===== config.mk =====
export PLATFORM = sky130hd
export DESIGN_NAME = iob_fp_round_pipe
export DESIGN_NICKNAME = d
export VERILOG_FILES = /design/src/rtl/iob_fp_round_pipe.sv
export SDC_FILE = /design/constraint.sdc
export NUM_CORES = 1
export LEC_CHECK = 0
export CORE_MARGIN = 5
export CORE_UTILIZATION = 50
export DETAILED_ROUTE_END_ITERATION = 8
export GPL_TIMING_DRIVEN = 0
export HOLD_SLACK_MARGIN = 0.05
export PLACE_DENSITY = 0.71
export SETUP_SLACK_MARGIN = 0.4
export SLEW_MARGIN = 5
export SYNTH_ARGS = -nofsm -noshare
export SYNTH_HDL_FRONTEND = slang
export SYNTH_SLANG_ARGS = --single-unit
export TNS_END_PERCENT = 20

===== constraint.sdc =====
create_clock -name clk_i -period 8.96 [get_ports clk_i]
set_input_delay 0.896 -clock clk_i [delete_from_list [all_inputs] [get_ports clk_i]]
set_output_delay 0.896 -clock clk_i [all_outputs]
set_load 0.05 [all_outputs]

===== src/rtl/iob_fp_round_pipe.sv =====
// FP round/normalise stage: IEEE-mode rounding, renormalise, saturate to inf; IOB_FP_ROUND_FLAGS_EN adds inexact/overflow flags.
// Latency 2 cycles, throughput 1 word/cycle.
// Backpressure: valid/ready elastic pipe; each stage advances only when the next stage is empty or draining.
module iob_fp_round_pipe #(
    parameter int DATA_W  = 24,
    parameter int EXP_W   = 8,
    parameter int GUARD_W = 3
) (
    input  logic                      clk_i,
    input  logic                      rst_i,
    input  logic                      in_valid_i,
    output logic                      in_ready_o,
    input  logic [2:0]                rmode_i,
    input  logic                      sign_i,
    input  logic [EXP_W-1:0]          exponent_i,
    input  logic [DATA_W+GUARD_W-1:0] mantissa_i,
    output logic                      out_valid_o,
    input  logic                      out_ready_i,
    output logic                      sign_o,
    output logic [EXP_W-1:0]          exponent_o,
    output logic [DATA_W-2:0]         mantissa_o,
    output logic                      inexact_o,
    output logic                      overflow_o
);

    localparam int MW    = DATA_W + GUARD_W;
    localparam int LZC_W = $clog2(DATA_W + 1);
    localparam int EW    = EXP_W + 2;

    typedef struct packed {
        logic             sign;
        logic [EXP_W-1:0] exp;
        logic [DATA_W:0]  m1;
    } s1_t;

    typedef struct packed {
        logic              sign;
        logic [EXP_W-1:0]  exp;
        logic [DATA_W-2:0] mant;
    } res_t;

    logic v1_q, v1_d, v2_q, v2_d;
    s1_t  s1_q, s1_d;
    res_t s2_q, s2_d;
    logic s1_en, s2_en;

    logic            lsb, g, s, inc;
    logic [DATA_W:0] m1_in;

    always_comb begin
        lsb = mantissa_i[GUARD_W];
        g   = mantissa_i[GUARD_W-1];
        s   = |mantissa_i[GUARD_W-2:0];
        case (rmode_i)
            3'b001:  inc = 1'b0;
            3'b010:  inc = sign_i & (g | s);
            3'b011:  inc = ~sign_i & (g | s);
            3'b100:  inc = g;
            default: inc = g & (s | lsb);
        endcase
        m1_in = {1'b0, mantissa_i[MW-1:GUARD_W]} + {{DATA_W{1'b0}}, inc};
    end

    logic [LZC_W-1:0]  lzc;
    logic [DATA_W-1:0] m_low, m_shift;
    logic [EW-1:0]     e_wide;
    logic [DATA_W-2:0] mant_n;
    logic              ovf_n;
    res_t              res_n;

    always_comb begin
        m_low = s1_q.m1[DATA_W-1:0];
        lzc   = LZC_W'(DATA_W);
        for (int i = 0; i < DATA_W; i++) begin
            if (m_low[i]) lzc = LZC_W'(DATA_W - 1 - i);
        end
        m_shift = m_low << lzc;
        ovf_n   = 1'b0;
        if (s1_q.m1[DATA_W]) begin
            e_wide = {2'b00, s1_q.exp} + EW'(1);
            mant_n = '0;
        end else if (m_low == '0 || {2'b00, s1_q.exp} < EW'(lzc)) begin
            // zero result or exponent would go below zero: flush to zero
            e_wide = '0;
            mant_n = '0;
        end else begin
            e_wide = {2'b00, s1_q.exp} - EW'(lzc);
            mant_n = m_shift[DATA_W-2:0];
        end
        res_n.sign = s1_q.sign;
        if (e_wide >= {2'b00, {EXP_W{1'b1}}}) begin
            ovf_n      = 1'b1;
            res_n.exp  = '1;
            res_n.mant = '0;
        end else begin
            res_n.exp  = e_wide[EXP_W-1:0];
            res_n.mant = mant_n;
        end
    end

    always_comb begin
        s2_en      = ~v2_q | out_ready_i;
        s1_en      = ~v1_q | s2_en;
        in_ready_o = s1_en & ~rst_i;
        v1_d       = s1_en ? in_valid_i : v1_q;
        v2_d       = s2_en ? v1_q : v2_q;
        s1_d       = s1_q;
        if (s1_en & in_valid_i) begin
            s1_d.sign = sign_i;
            s1_d.exp  = exponent_i;
            s1_d.m1   = m1_in;
        end
        s2_d = s2_q;
        if (s2_en & v1_q) s2_d = res_n;
    end

    always_ff @(posedge clk_i) begin
        if (rst_i) begin
            v1_q <= 1'b0;
            v2_q <= 1'b0;
            s1_q <= '0;
            s2_q <= '0;
        end else begin
            v1_q <= v1_d;
            v2_q <= v2_d;
            s1_q <= s1_d;
            s2_q <= s2_d;
        end
    end

    assign out_valid_o = v2_q;
    assign sign_o      = s2_q.sign;
    assign exponent_o  = s2_q.exp;
    assign mantissa_o  = s2_q.mant;

`ifdef IOB_FP_ROUND_FLAGS_EN
    logic inx1_q, inx1_d, inx2_q, inx2_d, ovf2_q, ovf2_d;

    always_comb begin
        inx1_d = (s1_en & in_valid_i) ? (g | s) : inx1_q;
        inx2_d = (s2_en & v1_q) ? inx1_q : inx2_q;
        ovf2_d = (s2_en & v1_q) ? ovf_n : ovf2_q;
    end

    always_ff @(posedge clk_i) begin
        if (rst_i) begin
            inx1_q <= 1'b0;
            inx2_q <= 1'b0;
            ovf2_q <= 1'b0;
        end else begin
            inx1_q <= inx1_d;
            inx2_q <= inx2_d;
            ovf2_q <= ovf2_d;
        end
    end

    assign inexact_o  = inx2_q;
    assign overflow_o = ovf2_q;
`else
    assign inexact_o  = 1'b0;
    assign overflow_o = 1'b0;
`endif

endmodule


# Word-level counts from Yosys, hierarchy flattened
# Index checks and enable logic that the tools add are counted.
[word_totals]
register_bits = 68
in_bits = 43
out_inout_bits = 36
elab_cells = 65
[classes]
addsub = 3
order_cmp = 2
eq_ne = 4
shift = 1
mux = 30
bitwise = 14
n_reduce_logical = 3
[ops]
columns = ["operator", "n"]
rows = [
  ["5-bit two-way mux", 23],
  ["23-bit two-way mux", 2],
  ["31-bit two-way mux", 1],
  ["24-bit by 1-bit adder with 25-bit output", 1],
  ["24-bit zero test", 1],
  ["24-bit by 5-bit left shift with 23-bit output", 1],
  ["10-bit two-way mux", 2],
  ["10-bit by 8-bit greater-or-equal comparator with 1-bit output (second input constant)", 1],
  ["8-bit by 1-bit adder with 9-bit output (second input constant)", 1],
  ["8-bit by 5-bit subtractor with 9-bit output", 1],
  ["8-bit by 5-bit < comparator with 1-bit output", 1],
  ["1-bit AND", 6],
  ["3-bit by 2-bit == test with 1-bit output (second input constant)", 2],
  ["4-bit two-way mux", 1],
  ["1-bit inverter", 4],
  ["1-bit OR", 4],
  ["1-bit case mux with 4 select lines", 1],
  ["3-bit by 1-bit == test with 1-bit output (second input constant)", 1],
  ["3-bit == test (second input constant)", 1],
  ["2-bit OR reduction", 1],
  ["1-bit logical OR", 1],
]

# Logic depth before layout (Yosys ltp)
[depth]
word_depth = 30
ltp_mapped = 19
depth_no_buf = 15

# Least setup slack after synthesis
# OpenSTA, ideal clock, no wires.
[synth_timing]
path_kind = "register to register"
from = "register s1_q, in the netlist m_low[17]"
to = "register s2_q, in the netlist mantissa_o[9]"
setup_ps = 79
t_arrival_ps = 4442
required_ps = 8881
setup_slack_ps = 4438
stages_incl_launch_ff = 20
path_buffers = 5
synth_period_minus_slack_ps = 4522
cell_sequence = "dfxtp_1 > clkbuf_1 > nor4_2 > nand2_1 > a31oi_1 > nor2_1 > inv_1 > buf_1 > clkbuf_1 > ha_1 > nor2b_1 > o2111a_1 > or4_1 > clkbuf_1 > a41oi_1 > nor4_1 > a311oi_4 > buf_6 > a21oi_1 > a211oi_2"
[synth_between]
elab_chain_len = 13
word_cells_on_any_way = 18
cone_classes = "add/sub (1); order compare (2); shift (1); mux (12); reduce/logical (2)"
[synth_lines]
columns = ["element", "line", "rtl"]
rows = [
  ["start: declaration", "43", "s1_t s1_q, s1_d;"],
  ["start signal: assignment", "121", "s1_q <= '0;"],
  ["start signal: assignment", "126", "s1_q <= s1_d;"],
  ["5-bit two-way mux (7 in a row)", "75", "if (m_low[i]) lzc = LZC_W'(DATA_W - 1 - i);"],
  ["8-bit by 5-bit < comparator with 1-bit output", "82", "end else if (m_low == '0 || {2'b00, s1_q.exp} < EW'(lzc)) begin"],
  ["1-bit logical OR", "82", ""],
  ["10-bit two-way mux", "82", ""],
  ["10-bit two-way mux", "79", "if (s1_q.m1[DATA_W]) begin"],
  ["10-bit by 8-bit greater-or-equal comparator with 1-bit output", "91", "if (e_wide >= {2'b00, {EXP_W{1'b1}}}) begin"],
  ["31-bit two-way mux *", "91", ""],
  ["end signal: assignment", "122", "s2_q <= '0;"],
  ["end signal: assignment", "127", "s2_q <= s2_d;"],
  ["end: declaration", "44", "res_t s2_q, s2_d;"],
]
# Mark *: on every way between the ends. The rest lies on a longest branch, timed or not.
# A chain may end at the register's enable or synchronous reset.

# Worst setup path after layout
[layout_timing]
from = "register s1_q, in the netlist m_low[20]"
to = "register s2_q, in the netlist mantissa_o[21]"
[layout_between]
elab_chain_len = 10
word_cells_on_any_way = 15
cone_classes = "add/sub (1); order compare (2); shift (1); mux (9); reduce/logical (2)"
[layout_lines]
columns = ["element", "line"]
rows = [
  ["5-bit two-way mux (4 in a row)", "75"],
  ["8-bit by 5-bit < comparator with 1-bit output", "82"],
  ["1-bit logical OR", "82"],
  ["10-bit two-way mux", "82"],
  ["10-bit two-way mux", "79"],
  ["10-bit by 8-bit greater-or-equal comparator with 1-bit output", "91"],
  ["31-bit two-way mux *", "91"],
]
# Marks and branches as above.

==> metrics <==
most common cell in the netlist nor2_1; r2r setup slk 2940 ps; CP Launch Type register; critical path peak fanout 10; clock buffer depth 2; met1 usage in global routing 39.12%; Placement Setup Slack about 3200 ps; worst skew pair latency 380 ps; EDFF count, synth 0; largest family of logic cells by synthesized area compound AO/OA/AOI/OAI gates; TritonCTS buffer count 9; Synth-to-Final Area Change 21.99%; initial DRC count 612; fill cell count 935; share of the synthesized area in the top cell type 26.29%; starting density of the core 50.62%; layout cells sized above 1 6.076%; mux contribution to synthesized area approximately 5.4%; worst setup path start m_low[20]$_SDFFE_PP0P_; WP buf/inv 4; global routing usage on met3 5.054%; flops & latches, synth 68; number of distinct library cells after synthesis just under 80; Post-CTS Setup Inserts 0; Top Usage Layer GRT met2; largest net degree at the start of global routing 13; cell row count 37; DR WL/cell 20.23 µm; RD Place Congestion approximately 1; CTS HTree Levels 3; 1st-pass router iterations 5; CP endpoint mantissa_o[21]$_SDFFE_PP0P_; Critical Path AT 6300 ps; Post-synth top cells nor2_1 (87), nand2_1 (85), dfxtp_1 (68); cell count after synthesis between 600 and 700; clk slew on worst S/H paths ~90 ps; Rel. slew slack 21.51%; Hold Path Class register to register; first-pass GRT wire length 30280 µm; ys flop type dfxtp_1; Post-Synth Simple-Gate Area 25.05%; RR Startpoint m_low[20]$_SDFFE_PP0P_; synthesized area per cell about 7.4 µm²; Synth Area in Compound Gates 29.91%; critical path endpoint category register; Slowest cell on crit path nor2_1; final antenna-violating net count 0; DPL Wire Length 14790 µm; outcome finished clean; Final Cycle Share 67.19%; Slew @ Worst Pin ~1200 ps; Synth Area in Adders 2.513%; Top Ports 79; GR Util met2 48.44%; Critical Path Stages 15; RR Endpoint mantissa_o[21]$_SDFFE_PP0P_; vias in the first global route between 5000 and 6000; Period minus WS final about 6000 ps; Worst Setup Slack, final 2940 ps; via count 5793; max cap viols 0; Worst Path Required 9240 ps; DRC errors left 0; Tot GR Track Use between 30% and 40%; Via density 6.256; PD cells 168.9 mW/mm²; Die Footprint ~0.012 mm²; CP dominant cell by count clkbuf_1; WL final 18730 µm; leakage power 2.285 nW; remaining global-route overflow 0; NumNets Final 838; Final Max Slew Viols 0; CTS Sinks 68; Die H 111.8 µm; Hold Buf Count CTS 0; Port-buffer cells 75; Resize count post-CTS 0; fmax 0.1661 GHz; number of antenna violations at the first check in global routing 0; CP peak stage delay 730 ps; Reg2Reg Depth 15; Chip Width 111.8 µm; Final Hold Violating Endpoints 0; ys async rst share 0%; Mapped Area a little over 0.005 mm²; area leader, netlist dfxtp_1; xor/xnor share of the synthesized area under 10%; Synthesis Warnings 0; family with the most delay on the worst path simple AND/OR/NAND/NOR gates; maximum vdd ir drop 0.00008186 V; worst path cell trace clkbuf_1 > nor4_1 > o21ai_0 > nor2_1 > inv_1 > clkbuf_1 > ha_1 > o2111a_1 > or4_1 > clkbuf_1 > a41oi_1 > nor4_1 > a311oi_4 > nand2_4 > o41ai_2; RSZ-0062 raised after global routing false; Seq/Total Area, Yosys 26.29%; skew final roughly 15 ps; TNS Setup 0 ps; antenna cell count 0; Finish-stage setup viols 0; clk root buf clkbuf_8; core area approximately 0.010 mm²; CTS tree built; Setup CP Type register to register; top cells by area, synth dfxtp_1 (26%), nor2_1 (6.3%), nand2_1 (6.2%), a211oi_1 (5.5%), a21oi_1 (4.9%)
==> sequential cells by signal (all words and copies together), names as in the netlist <==
name / count
res_n: 1
sign_o: 1
m_low: 24
mantissa_o: 23
v1_q: 1
out_valid_o: 1
exponent_o: 8
s1_q: 9
==> final cells by class <==
cell class                      count  area (µm²)  share of cell area, %
Multi-Input combinational cell    564        3533                  55.93
Sequential cell                    68        1361                  21.55
Timing Repair Buffer               75       750.7                  11.88
Buffer                             48       212.7                  3.367
Tap cell                          136       170.2                  2.694
Clock buffer                        9       123.9                  1.961
Clock inverter                      6       90.09                  1.426
Inverter                           20       75.07                  1.188
==> per-stage QoR <==
stage	hold WS, ps	utilization, %	instances	power [mW]	area [µm²]
floorplan	432.1	-	700	0.6404	5182
global placement	431.7	59.66	911	0.7738	6103
detailed placement	435.7	59.66	911	0.7793	6103
CTS	446.0	61.75	926	1.057	6317
global route	462.0	61.75	926	1.121	6317
finish	446.3	61.75	926	1.067	6317
==> kinds of logic (layout without fill, tap and decap cells) <==
group / count (synthesis) / after routing
mux: 25 / 25
flops: 68 / 68
buf+inv: 68 / 158
xor+xnor: 31 / 31
fa+ha+maj: 10 / 10
compound gates: 221 / 221
simple gates: 275 / 275
other cells: 1 / 2
==> power breakdown <==
part / internal [mW] / switching [mW] / total, mW / leakage (nW)
clock: 0.155 / 0.126 / 0.281 / 0.105
sequential: 0.321 / 0.0169 / 0.338 / 0.558
combinational: 0.161 / 0.287 / 0.448 / 1.62
==> worst register-to-register path, stage by stage (launching register included) <==
cell and delay (ps):
dfxtp_1 350, clkbuf_1 230, nor4_1 700, o21ai_0 330
nor2_1 730, inv_1 220, clkbuf_1 350, ha_1 450
o2111a_1 200, or4_1 470, clkbuf_1 190, a41oi_1 400
nor4_1 170, a311oi_4 630, nand2_4 150, o41ai_2 370
==> per-layer routing <==
| metal | part of all wire (%) | wire length, µm | up-vias |
|---|---|---|---|
| met5 | 0 | 0 | - |
| met4 | 4.0 | 746 | 0 |
| li1 | - | - | 2762 |
| met2 | 46 | 8610 | 279 |
| met3 | 7.0 | 1320 | 66 |
| met1 | 43 | 8052 | 2686 |
==> cells in the final DEF (no fill, tap or decap), types with 5 or more instances in the layout <==
| cell type | count |
|---|---|
| a211oi_1 | 38 |
| a21oi_1 | 51 |
| a221oi_1 | 9 |
| a22oi_1 | 9 |
| a311oi_1 | 5 |
| a31oi_1 | 7 |
| a41oi_1 | 5 |
| and3_1 | 6 |
| buf_2 | 5 |
| clkbuf_1 | 34 |
| clkbuf_8 | 9 |
| clkdlybuf4s50_1 | 75 |
| dfxtp_1 | 68 |
| ha_1 | 8 |
| inv_1 | 18 |
| mux2i_1 | 21 |
| nand2_1 | 85 |
| nand2b_1 | 5 |
| nand3_1 | 18 |
| nand4_1 | 5 |
| nor2_1 | 87 |
| nor2b_1 | 9 |
| nor3_1 | 23 |
| nor4_1 | 6 |
| o21ai_0 | 36 |
| o31ai_1 | 6 |
| or3_1 | 8 |
| xnor2_1 | 14 |
| xor2_1 | 17 |
==> how the worst min path moves through the flow <==
stage | to | slack [ps] | startpoint | cells past startpoint
after detailed placement | mantissa_o[4]$_SDFFE_PP0P_ | 440 | mantissa_o[4]$_SDFFE_PP0P_ | 2
after global placement | mantissa_o[4]$_SDFFE_PP0P_ | 430 | mantissa_o[4]$_SDFFE_PP0P_ | 2
after floorplan | sign_o$_SDFFE_PP0P_ | 430 | res_n[31]$_SDFFE_PP0P_ | 2
after global routing | sign_o$_SDFFE_PP0P_ | 460 | res_n[31]$_SDFFE_PP0P_ | 2
final | mantissa_o[4]$_SDFFE_PP0P_ | 450 | mantissa_o[4]$_SDFFE_PP0P_ | 2
after CTS | sign_o$_SDFFE_PP0P_ | 450 | res_n[31]$_SDFFE_PP0P_ | 2
No activity file was read; power rests on OpenSTA's default activity.
